**config.mk**
```make
export PLATFORM = sky130hd
export DESIGN_NAME = return_stack
export DESIGN_NICKNAME = d
export VERILOG_FILES = /design/src/rtl/return_stack_pkg.sv /design/src/rtl/return_stack_rs_mem.sv /design/src/rtl/return_stack.sv
export SDC_FILE = /design/constraint.sdc
export NUM_CORES = 1
export LEC_CHECK = 0
export ABC_AREA = 1
export CORE_ASPECT_RATIO = 0.5
export CORE_MARGIN = 2
export CORE_UTILIZATION = 45
export DETAILED_ROUTE_END_ITERATION = 10
export PLACE_DENSITY_LB_ADDON = 0.05
export SYNTH_ARGS = -nofsm -noshare
export SYNTH_HDL_FRONTEND = slang
export SYNTH_SLANG_ARGS = --single-unit
```
**constraint.sdc**
```tcl
create_clock -name clk -period 2.96 [get_ports clk]
set_clock_uncertainty 0.1 [all_clocks]
set_input_delay 0.592 -clock clk [delete_from_list [all_inputs] [get_ports clk]]
set_output_delay 0.592 -clock clk [all_outputs]
set_load 0.05 [all_outputs]
```
**src/rtl/return_stack_pkg.sv**
```systemverilog
// Shared constants and the operation decode for the call/return stack.
// Holds the default stack depth and PC address width. The PC and
// return_stack both take these values so the two widths cannot drift apart.
package return_stack_pkg;

  localparam int RS_DEPTH = 8;
  localparam int PC_AW    = 16;

  // Operation requested in a cycle. The encoding is {pop, push}.
  typedef enum logic [1:0] {
    RS_IDLE = 2'b00,
    RS_PUSH = 2'b01,
    RS_POP  = 2'b10,
    RS_SWAP = 2'b11
  } rs_op_e;

  function automatic rs_op_e rs_decode(input logic push, input logic pop);
    return rs_op_e'({pop, push});
  endfunction

endpackage

```
**src/rtl/return_stack_rs_mem.sv**
```systemverilog
// Storage array for the return stack: DEPTH x AW register file.
// Ports:
//   clk    - write clock
//   we     - write enable
//   waddr  - write index
//   wdata  - data written on the rising edge
//   raddr  - read index
//   rdata  - combinational read of raddr
// The contents are not reset. The owner's level pointer keeps stale
// entries out of reach until they are written again.
module rs_mem #(
  parameter int DEPTH = 8,
  parameter int AW    = 16
) (
  input  logic                     clk,
  input  logic                     we,
  input  logic [$clog2(DEPTH)-1:0] waddr,
  input  logic [AW-1:0]            wdata,
  input  logic [$clog2(DEPTH)-1:0] raddr,
  output logic [AW-1:0]            rdata
);

  logic [AW-1:0] r_mem [DEPTH];

  always_ff @(posedge clk) begin
    if (we) r_mem[waddr] <= wdata;
  end

  assign rdata = r_mem[raddr];

endmodule

```
**src/rtl/return_stack.sv**
```systemverilog
// Hardware return-address stack for CALL/RET.
// Ports:
//   clk, rst   - clock, asynchronous active-high reset
//   push       - store push_addr (CALL)
//   push_addr  - return address to store
//   pop        - retrieve the top address (RET)
//   clr_err    - clear the sticky ovf/unf flags
//   pop_addr   - registered popped address; changes only on a successful pop
//   pop_valid  - one-cycle strobe after a successful pop
//   level      - current entry count
//   empty/full - level==0 / level==DEPTH
//   ovf/unf    - sticky overflow / underflow flags
module return_stack
  import return_stack_pkg::*;
#(
  parameter int DEPTH = RS_DEPTH,
  parameter int AW    = PC_AW
) (
  input  logic                   clk,
  input  logic                   rst,
  input  logic                   push,
  input  logic [AW-1:0]          push_addr,
  input  logic                   pop,
  input  logic                   clr_err,
  output logic [AW-1:0]          pop_addr,
  output logic                   pop_valid,
  output logic [$clog2(DEPTH):0] level,
  output logic                   empty,
  output logic                   full,
  output logic                   ovf,
  output logic                   unf
);

  localparam int IW = $clog2(DEPTH);
  localparam int LW = IW + 1;

  logic [LW-1:0] r_level;
  logic [AW-1:0] r_pop_addr;
  logic          r_pop_valid;
  logic          r_ovf;
  logic          r_unf;

  rs_op_e        w_op;
  logic          w_empty;
  logic          w_full;
  logic [IW-1:0] w_top_idx;
  logic [AW-1:0] w_rd_data;
  logic          w_we;
  logic [IW-1:0] w_waddr;
  logic [LW-1:0] w_level_nxt;
  logic          w_pop_ok;
  logic          w_set_ovf;
  logic          w_set_unf;

  assign w_op      = rs_decode(push, pop);
  assign w_empty   = (r_level == '0);
  assign w_full    = (r_level == LW'(DEPTH));
  // The wrap at level 0 is harmless: the read result is discarded when empty.
  assign w_top_idx = r_level[IW-1:0] - IW'(1);

  always_comb begin
    w_we        = 1'b0;
    w_waddr     = r_level[IW-1:0];
    w_level_nxt = r_level;
    w_pop_ok    = 1'b0;
    w_set_ovf   = 1'b0;
    w_set_unf   = 1'b0;
    case (w_op)
      RS_PUSH: begin
        if (w_full) begin
          w_set_ovf = 1'b1;
        end else begin
          w_we        = 1'b1;
          w_level_nxt = r_level + LW'(1);
        end
      end
      RS_POP: begin
        if (w_empty) begin
          w_set_unf = 1'b1;
        end else begin
          w_pop_ok    = 1'b1;
          w_level_nxt = r_level - LW'(1);
        end
      end
      RS_SWAP: begin
        w_we = 1'b1;
        if (w_empty) begin
          // Nothing to return. The push still lands as the first entry.
          w_set_unf   = 1'b1;
          w_waddr     = '0;
          w_level_nxt = LW'(1);
        end else begin
          // The old top is read combinationally before the write edge.
          // It is then replaced in place, so level does not change.
          w_pop_ok = 1'b1;
          w_waddr  = w_top_idx;
        end
      end
      default: ;
    endcase
  end

  rs_mem #(
    .DEPTH (DEPTH),
    .AW    (AW)
  ) u_mem (
    .clk   (clk),
    .we    (w_we),
    .waddr (w_waddr),
    .wdata (push_addr),
    .raddr (w_top_idx),
    .rdata (w_rd_data)
  );

  always_ff @(posedge clk or posedge rst) begin
    if (rst) begin
      r_level     <= '0;
      r_pop_addr  <= '0;
      r_pop_valid <= 1'b0;
      r_ovf       <= 1'b0;
      r_unf       <= 1'b0;
    end else begin
      r_level     <= w_level_nxt;
      r_pop_valid <= w_pop_ok;
      if (w_pop_ok) r_pop_addr <= w_rd_data;
      // A new error in the same cycle as clr_err keeps the flag set.
      r_ovf <= w_set_ovf | (r_ovf & ~clr_err);
      r_unf <= w_set_unf | (r_unf & ~clr_err);
    end
  end

  assign pop_addr  = r_pop_addr;
  assign pop_valid = r_pop_valid;
  assign level     = r_level;
  assign empty     = w_empty;
  assign full      = w_full;
  assign ovf       = r_ovf;
  assign unf       = r_unf;

endmodule

```
==> impl_metrics.ini, run 1 <==
[routing]
met2RoutedLength_mm = 5.79
drt-pass1-iter-count = 6
routed_via_density = 5.38
post-route-drc-count = 0
wire_per_inst_um = 18.3
first_iter_violations = 386
detail_route.wirelength_mm = 13.6
routed.top_layer = met4
wl_met1_mm = 6.91
met3RoutedLength_um = 762
ant_nets = 0
routed-via-count = 3991

[setup_path]
critPathCaptureType = output pin
worstSetupPathType = reg -> out
timing.rr.end = u_mem.r_mem[0][13]$_DFFE_PP_
crit_path_start = level[2]$_DFFE_PP0P_
crit_end = level[2]
cp.required_ns = 2.27
cp_top_family = buffers and inverters
reg2regPathDepth = 9
crit-reg2reg-launch = level[1]$_DFFE_PP0P_
crit_path_top_delay_cell = sky130_fd_sc_hd__clkdlybuf4s50_1
worst_path_cell_trace = clkdlybuf4s50_1
critical_path_peak_fanout = 5
crit_buf_inv = 1
timing.critical_path.from_type = register
critical_path_depth = 1
arrival_ns = 1.73
timing.critical_path.slowest_cell_delay_ns = 0.85
worst-r2r-setup-slack_ns = 0.65

[final_layout]
final_net_count = 583
postLayoutCellArea_um2 = 7460
drive_above_1_share = 0.131
flow.area_growth_from_synthesis_pct = 22.4
antenna-diode-count = 0
layout.cells.most_common = sky130_fd_sc_hd__edfxtp_1
fillerInstances = 1073
layout_common_cells = sky130_fd_sc_hd__edfxtp_1, sky130_fd_sc_hd__nor2_1, sky130_fd_sc_hd__o21ai_0

[floorplan]
standard_cell_row_count = 29
design.core.area_um2 = 13000
design.die.area_um2 = 14500
die_x_um = 169
die_h_um = 86.3
start_util = 0.470
boundaryPins = 46

[global_routing]
largest_net_degree_at_the_start_of_global_routing = 69
grt_pass1_wl_mm = 21.6
grt_antenna_before_repair = 0
grt_pass1_vias = 3828
gr-total-overflow = 0
total_global_route_track_usage = 0.204

[synthesis]
yosys-top-cells-area = sky130_fd_sc_hd__edfxtp_1, sky130_fd_sc_hd__dfrtp_1, sky130_fd_sc_hd__nor2_1, sky130_fd_sc_hd__o21ai_0, sky130_fd_sc_hd__o211ai_1
synth_top_area_share = 0.631
postSynthCellCount = 500
ys_seq_elements = 151
post_synth_instance_area_um2 = 6090
synth_nets = 524
postSynthAreaPerCell_um2 = 12.2
ys.warnings.count = 0
synth.distinct_cells = 27
seq_area_frac_synth = 0.725
synth_top_cell_by_area = sky130_fd_sc_hd__edfxtp_1

[place]
placed_area_um2 = 6870
place.gp.congestion = 0.796
hpwlAfterDp_mm = 8.03
buffer_ports.inserted = 45
post-place-ws_ns = 0.348

[pwr]
p_per_area_nw_per_um2 = 1170
leakage_nw = 2.67
worst_ir_drop_vdd_mv = 0.747

[sta]
setup_viol = 0
finalWorstPathRequiredPeriod_ns = 2.42
timing_max_transition_violations_final = 0
fin_crit_sh = 0.818
final.setup.worst_slack_ns = 0.538
slew_headroom = 0.514
timing.hold.ws_ns = 0.377
hold_viol_final = 0
fmaxAchievable_ghz = 0.413
grt_setup_unrepaired = no
max_slew.worst_pin.slew_ns = 0.729

[run_status]
outcome = finished clean

[worst_hold_path]
worst_hold_check_path_type = reg -> reg
worst_hold_path.num_cells = 2

[cts]
clock_path_buffers = 2
cts_tree = done
numClockSinks = 151
cts_made_buffers = 17
h-tree-depth = 4
post_cts_resized = 0
path_clk_slew_ns = 0.06
cts-hold-fix-buffers = 0
ctsRootBufferMaster = sky130_fd_sc_hd__clkbuf_16
worst_skew_pair.late_latency_ns = 0.41
postCtsSetupRepairBufs = 0

[flow_run]
max-cap-violations = 0
## per-layer routing
metal,up-vias,track usage
li1,1899,-
met1,1951,0.316
met2,126,0.290
met3,15,0.0425
met4,0,0.0611
met5,-,0
## cell families after synthesis
logic type      share of synthesized area
fa+ha+maj                         0.00616
buf+inv                            0.0341
flops                               0.725
xor+xnor                          0.00555
simple gates                        0.124
compound gates                      0.105
## worst min path at each step
stage / startpoint / endpoint / slack [ns]
2_1_floorplan: u_mem.r_mem[2][10]$_DFFE_PP_ / pop_addr[10]$_DFFE_PP0P_ / 0.47
3_3_place_gp: pop_addr[5]$_DFFE_PP0P_ / pop_addr[5]$_DFFE_PP0P_ / 0.36
3_5_place_dp: pop_addr[7]$_DFFE_PP0P_ / pop_addr[7]$_DFFE_PP0P_ / 0.36
4_1_cts: pop_addr[4]$_DFFE_PP0P_ / pop_addr[4]$_DFFE_PP0P_ / 0.38
5_1_grt: pop_addr[7]$_DFFE_PP0P_ / pop_addr[7]$_DFFE_PP0P_ / 0.41
6_report: pop_addr[4]$_DFFE_PP0P_ / pop_addr[4]$_DFFE_PP0P_ / 0.38
## where the power goes
| part | internal [mW] | total (mW) | switching [mW] |
|---|---|---|---|
| registers | 2.74 | 2.87 | 0.137 |
| clock network | 1.29 | 2.11 | 0.822 |
| logic | 1.19 | 3.74 | 2.55 |
## synth_stat cells (all sizes together)
| library cell | instances |
|---|---|
| ha | 3 |
| buf | 16 |
| or2 | 1 |
| a21oi | 2 |
| nand3 | 23 |
| nand2 | 56 |
| xor2 | 1 |
| nor2 | 107 |
| clkbuf | 10 |
| o22ai | 1 |
| o21ai | 73 |
| o32ai | 1 |
| dfrtp | 23 |
| inv | 21 |
| xnor2 | 2 |
| edfxtp | 128 |
| o211ai | 32 |
## layout make-up
class                   instances  area [um2]  share of cell area
inverters                      21        78.8              0.0106
well taps                     170         213              0.0285
multi-input cells             302        1500               0.201
flip-flops and latches        151        4420               0.593
repair buffers                 66         663              0.0889
clock buffers                  21         460              0.0618
clock inverters                11         124              0.0166
## registers in the layout, summed over array words and instances (netlist names)
signal,count
u_mem.r_mem,128
pop_addr,16
level,4
ovf,1
pop_valid,1
unf,1
## metrics by stage
step / total power [mW] / TNS [ns] / std cells / utilization
after CTS: 8.79 / 0 / 742 / 0.576
after global placement: 6.65 / 0 / 710 / 0.530
after global routing: 9.32 / 0 / 742 / 0.576
after detailed placement: 6.67 / 0 / 710 / 0.530
after floorplan: 5.49 / -8.69 / 500 / -
final: 8.72 / 0 / 742 / 0.576
Power figures use the tool's default switching activity.
==> inputs of run 2 (changes only) <==
==> constraint.sdc (replaced) <==
create_clock -name clk -period 2.3 [get_ports clk]
set_clock_uncertainty 0.1 [all_clocks]
set_input_delay 0.46 -clock clk [delete_from_list [all_inputs] [get_ports clk]]
set_output_delay 0.46 -clock clk [all_outputs]
set_load 0.05 [all_outputs]
==> run 2 against run 1 <==
Net effect:
- setup slack got worse by 0.39 ns
- global-route usage fell by 0.14 points
- flip-flop and latch count did not move
- sequential power rose by 29%
- total power rose by 33%
- register-to-register slack got worse by 0.46 ns
- critical path type unchanged
- largest power group unchanged
==> impl_metrics.ini, run 2 (synthesized netlist as in run 1, its figures left out) <==
[global_routing]
grt_pass1_wl_mm = 21.9
top_usage_layer = met2
gr-usage-met1 = 0.296
grt_pass1_vias = 3983
global_routing_met2_resource_utilization = 0.312
gr-total-overflow = 0
gr-usage-met3 = 0.0388
grt_antenna_before_repair = 0
total_global_route_track_usage = 0.202
largest_net_degree_at_the_start_of_global_routing = 53

[cts]
postCtsSetupRepairBufs = 0
clock_path_buffers = 2
ctsRootBufferMaster = sky130_fd_sc_hd__clkbuf_16
numClockSinks = 151
cts-hold-fix-buffers = 0
path_clk_slew_ns = 0.06
h-tree-depth = 4
cts_made_buffers = 17
worst_skew_pair.late_latency_ns = 0.41
cts_tree = done

[floorplan]
die_h_um = 86.3
standard_cell_row_count = 29
die_x_um = 169
design.core.area_um2 = 13000
boundaryPins = 46
design.die.area_um2 = 14500
start_util = 0.470

[sta]
timing.hold.ws_ns = 0.328
hold_viol_final = 0
setup_viol = 0
fmaxAchievable_ghz = 0.464
finalWorstPathRequiredPeriod_ns = 2.16
fin_crit_sh = 0.937
finalSetupTns_ns = 0
slew_headroom = 0.637
grt_setup_unrepaired = no
timing_max_transition_violations_final = 0
max_slew.worst_pin.slew_ns = 0.544

[routing]
wire_per_inst_um = 18.0
detail_route.wirelength_mm = 13.5
routed-via-count = 3973
post-route-drc-count = 0
ant_nets = 0
routed_via_density = 5.30
first_iter_violations = 316
drt-pass1-iter-count = 4

[setup_path]
critical_path_depth = 1
cp_top_family = buffers and inverters
reg2regPathDepth = 9
arrival_ns = 1.60
critical_path_peak_fanout = 3
critPathCaptureType = output pin
cp.required_ns = 1.74
crit_buf_inv = 1
timing.critical_path.slowest_cell_delay_ns = 0.82
timing.critical_path.from_type = register
worstSetupPathType = reg -> out
worst_path_cell_trace = clkdlybuf4s50_1
crit_path_top_delay_cell = sky130_fd_sc_hd__clkdlybuf4s50_1

[final_layout]
final_core_util = 0.599
regMostFlops = u_mem.r_mem
largest_register_ffs = 128
flow.area_growth_from_synthesis_pct = 27.3
layout.cells.most_common = sky130_fd_sc_hd__edfxtp_1
drive_above_1_share = 0.169
antenna-diode-count = 0
layout_common_cells = sky130_fd_sc_hd__edfxtp_1, sky130_fd_sc_hd__nor2_1, sky130_fd_sc_hd__o21ai_0
final_net_count = 590

[run_status]
outcome = finished clean

[place]
hpwlAfterDp_mm = 8.34
buffer_ports.inserted = 45
place.gp.congestion = 0.777

[pwr]
p_per_area_nw_per_um2 = 1500
leakage_nw = 2.80
worst_ir_drop_vdd_mv = 0.694

[flow_run]
max-cap-violations = 0

[worst_hold_path]
worst_hold_check_path_type = in -> async
## run 2: cell count changes in the layout (fill, tap and decap cells not counted), sizes merged
cell | before | now
clkinv | 3 | 5
dlymetal6s2s | 0 | 1
buf | 24 | 31
clkbuf | 21 | 17
bufinv | 2 | 1
inv | 23 | 30
clkdlybuf4s50 | 42 | 40
dlygate4sd2 | 0 | 1
clkinvlp | 4 | 0
## run 2: area by class of cell
type / count / area, um2
flip-flops and latches: 151 / 4420
multi-input cells: 302 / 1620
repair buffers: 73 / 830
clock buffers: 17 / 425
inverters: 21 / 86.3
well taps: 170 / 213
clock inverters: 15 / 160
fillers: 1029 / 5200
## run 2: worst paths after layout
check                                        start                      endpoint  slack [ns]
min in group clk           pop_addr[3]$_DFFE_PP0P_       pop_addr[3]$_DFFE_PP0P_        0.37
hold reg to reg            pop_addr[3]$_DFFE_PP0P_       pop_addr[3]$_DFFE_PP0P_        0.37
setup reg to reg              level[2]$_DFFE_PP0P_  u_mem.r_mem[0][11]$_DFFE_PP_        0.19
setup / recovery              level[3]$_DFFE_PP0P_                      level[3]        0.14
hold / removal                                 rst          level[3]$_DFFE_PP0P_        0.33
max in group asynchronous                      rst          level[0]$_DFFE_PP0P_        1.47
## run 2: stage by stage
step                      power, mW  setup slack (ns)  cell area (um2)  cells
after floorplan                7.36            -0.171             6280    500
after global placement         8.97           -0.0498             7170    717
after detailed placement       8.99           -0.0608             7170    717
after CTS                      11.7            0.0294             7750    749
after global routing           12.4            0.0460             7760    749
final                          11.6             0.145             7760    749
## run 2: what timing repair did
item,4_1_cts,5_1_grt
resized for setup,1,1
pin swaps,0,0
endpoints found under the setup margin,1,1
cloned,0,0
## run 2: routing by layer
layer,vias to the layer above,wire [um]
met5,-,0
met4,0,94
met3,9,563
met2,92,5970
met1,1959,6830
li1,1913,-
## run 2: power by group
group | internal [mW] | total, mW | leakage, nW | switching (mW)
clock network | 1.54 | 2.75 | 0.292 | 1.21
logic | 1.79 | 5.19 | 1.06 | 3.39
registers | 3.52 | 3.69 | 1.44 | 0.171
total | 6.85 | 11.6 | 2.80 | 4.77
==> inputs of run 3 (changes only) <==
--- a/config.mk
+++ b/config.mk
@@ -11,6 +11,7 @@
 export CORE_UTILIZATION = 45
 export DETAILED_ROUTE_END_ITERATION = 10
 export PLACE_DENSITY_LB_ADDON = 0.05
+export REMOVE_ABC_BUFFERS = 1
 export SYNTH_ARGS = -nofsm -noshare
 export SYNTH_HDL_FRONTEND = slang
 export SYNTH_SLANG_ARGS = --single-unit
==> run 3 against run 2 <==
Net effect:
- design area fell by 3.1%
- combinational power fell by 5.4%
- largest cell class unchanged
- sequential power barely moved
- register-to-register slack got worse by 0.02 ns
- flip-flop and latch count did not move
- count of clock-buffer cells in the layout did not move
- fmax fell by 3.7%
- core utilization fell by 1.9 points
- global-route usage rose by 0.093 points
- largest power group unchanged
==> impl_metrics.ini, run 3 (synthesized netlist as in run 1, its figures left out) <==
[final_layout]
postLayoutCellArea_um2 = 7520
layout_common_cells = sky130_fd_sc_hd__edfxtp_1, sky130_fd_sc_hd__nor2_1, sky130_fd_sc_hd__o21ai_0
drive_above_1_share = 0.148
antenna-diode-count = 0
largest_register_ffs = 128
flow.area_growth_from_synthesis_pct = 23.3
layout.cells.most_common = sky130_fd_sc_hd__edfxtp_1
regMostFlops = u_mem.r_mem
final_net_count = 592

[pwr]
worst_ir_drop_vdd_mv = 0.925
p_per_area_nw_per_um2 = 1510
leakage_nw = 2.72

[run_status]
outcome = finished clean

[cts]
numClockSinks = 151
cts-hold-fix-buffers = 0
postCtsSetupRepairBufs = 0
clock_path_buffers = 2
ctsRootBufferMaster = sky130_fd_sc_hd__clkbuf_16
worst_skew_pair.late_latency_ns = 0.41
path_clk_slew_ns = 0.07
h-tree-depth = 4
cts_tree = done
cts_made_buffers = 17

[global_routing]
largest_net_degree_at_the_start_of_global_routing = 65
grt_pass1_wl_mm = 21.7
grt_pass1_vias = 3850
grt_antenna_before_repair = 0
total_global_route_track_usage = 0.203
gr-total-overflow = 0

[routing]
routed_via_density = 5.27
drt-pass1-iter-count = 4
wire_per_inst_um = 18.2
ant_nets = 0
post-route-drc-count = 0
first_iter_violations = 324
detail_route.wirelength_mm = 13.7
routed-via-count = 3957

[flow_run]
max-cap-violations = 0

[setup_path]
worst-r2r-setup-slack_ns = 0.17
critical_path_peak_fanout = 4
timing.critical_path.slowest_cell_delay_ns = 0.80
crit_path_top_delay_cell = sky130_fd_sc_hd__clkdlybuf4s50_1
cp.required_ns = 1.74
timing.rr.end = u_mem.r_mem[6][0]$_DFFE_PP_
reg2regPathDepth = 11
timing.critical_path.from_type = register
crit-reg2reg-launch = level[0]$_DFFE_PP0P_
arrival_ns = 1.68
worstSetupPathType = reg -> out
critPathCaptureType = output pin
worst_path_cell_trace = buf_4 -> clkdlybuf4s50_1

[sta]
fin_crit_sh = 0.973
slew_headroom = 0.653
hold_viol_final = 0
finalWorstPathRequiredPeriod_ns = 2.24
max_slew.worst_pin.slew_ns = 0.519
timing_max_transition_violations_final = 0
finalSetupTns_ns = 0
fmaxAchievable_ghz = 0.447
grt_setup_unrepaired = no
setup_viol = 0

[floorplan]
die_x_um = 169
die_h_um = 86.3
boundaryPins = 46
design.die.area_um2 = 14500
start_util = 0.470
standard_cell_row_count = 29
design.core.area_um2 = 13000

[place]
placed_area_um2 = 6920
place.gp.congestion = 0.767
hpwlAfterDp_mm = 8.42
buffer_ports.inserted = 45

[worst_hold_path]
worst_hold_check_path_type = in -> async
-- run 3: how the worst max path moves through the flow --
stage | endpoint | cells past startpoint | slack [ns] | start
after floorplan | u_mem.r_mem[4][0]$_DFFE_PP_ | 6 | -3.24 | level[0]$_DFFE_PP0P_
after global placement | u_mem.r_mem[7][4]$_DFFE_PP_ | 10 | -0.07 | pop
after detailed placement | u_mem.r_mem[6][4]$_DFFE_PP_ | 10 | -0.12 | pop
after CTS | level[1] | 2 | 0.04 | level[1]$_DFFE_PP0P_
after global routing | level[1] | 2 | 0.02 | level[1]$_DFFE_PP0P_
final | level[1] | 2 | 0.06 | level[1]$_DFFE_PP0P_
-- run 3: stage by stage --
stage	instances	hold slack (ns)	worst slack [ns]	utilization	power (mW)
6_report	751	0.333	0.0630	0.580	11.3
4_1_cts	751	0.355	0.0385	0.579	11.4
3_3_place_gp	719	0.363	-0.0728	0.534	8.66
5_1_grt	751	0.359	0.0158	0.580	12.1
2_1_floorplan	474	0.362	-3.24	-	6.83
3_5_place_dp	719	0.364	-0.116	0.534	8.67
-- run 3: worst max-delay path, delay by kind of cell (launching register included) --
family   cells  cell delay [ns]
buf+inv      2             0.93
flops        1             0.34
-- run 3: repair_timing --
action	CTS	global route
endpoints found under the hold margin	0	0
endpoints found under the setup margin	1	40
resized for setup	1	2
-- run 3: routing by layer --
metal	track usage	part of all wire	up-vias
met5	0	0	-
met4	0.0697	0.0099	0
met3	0.0397	0.056	11
met2	0.304	0.43	105
met1	0.302	0.50	1925
li1	-	-	1916
-- run 3: report_power, final --
| group | switching [mW] | total [mW] | internal (mW) |
|---|---|---|---|
| combinational | 3.27 | 4.91 | 1.64 |
| sequential | 0.171 | 3.69 | 3.52 |
| clock | 1.18 | 2.71 | 1.53 |
-- run 3: cell type report --
class / count / area (um2)
inverter: 21 / 82.6
clock buffer: 17 / 425
timing repair buffer: 75 / 729
tap: 170 / 213
multi-input combinational: 302 / 1490
fill: 1040 / 5440
clock inverter: 15 / 154
sequential: 151 / 4420
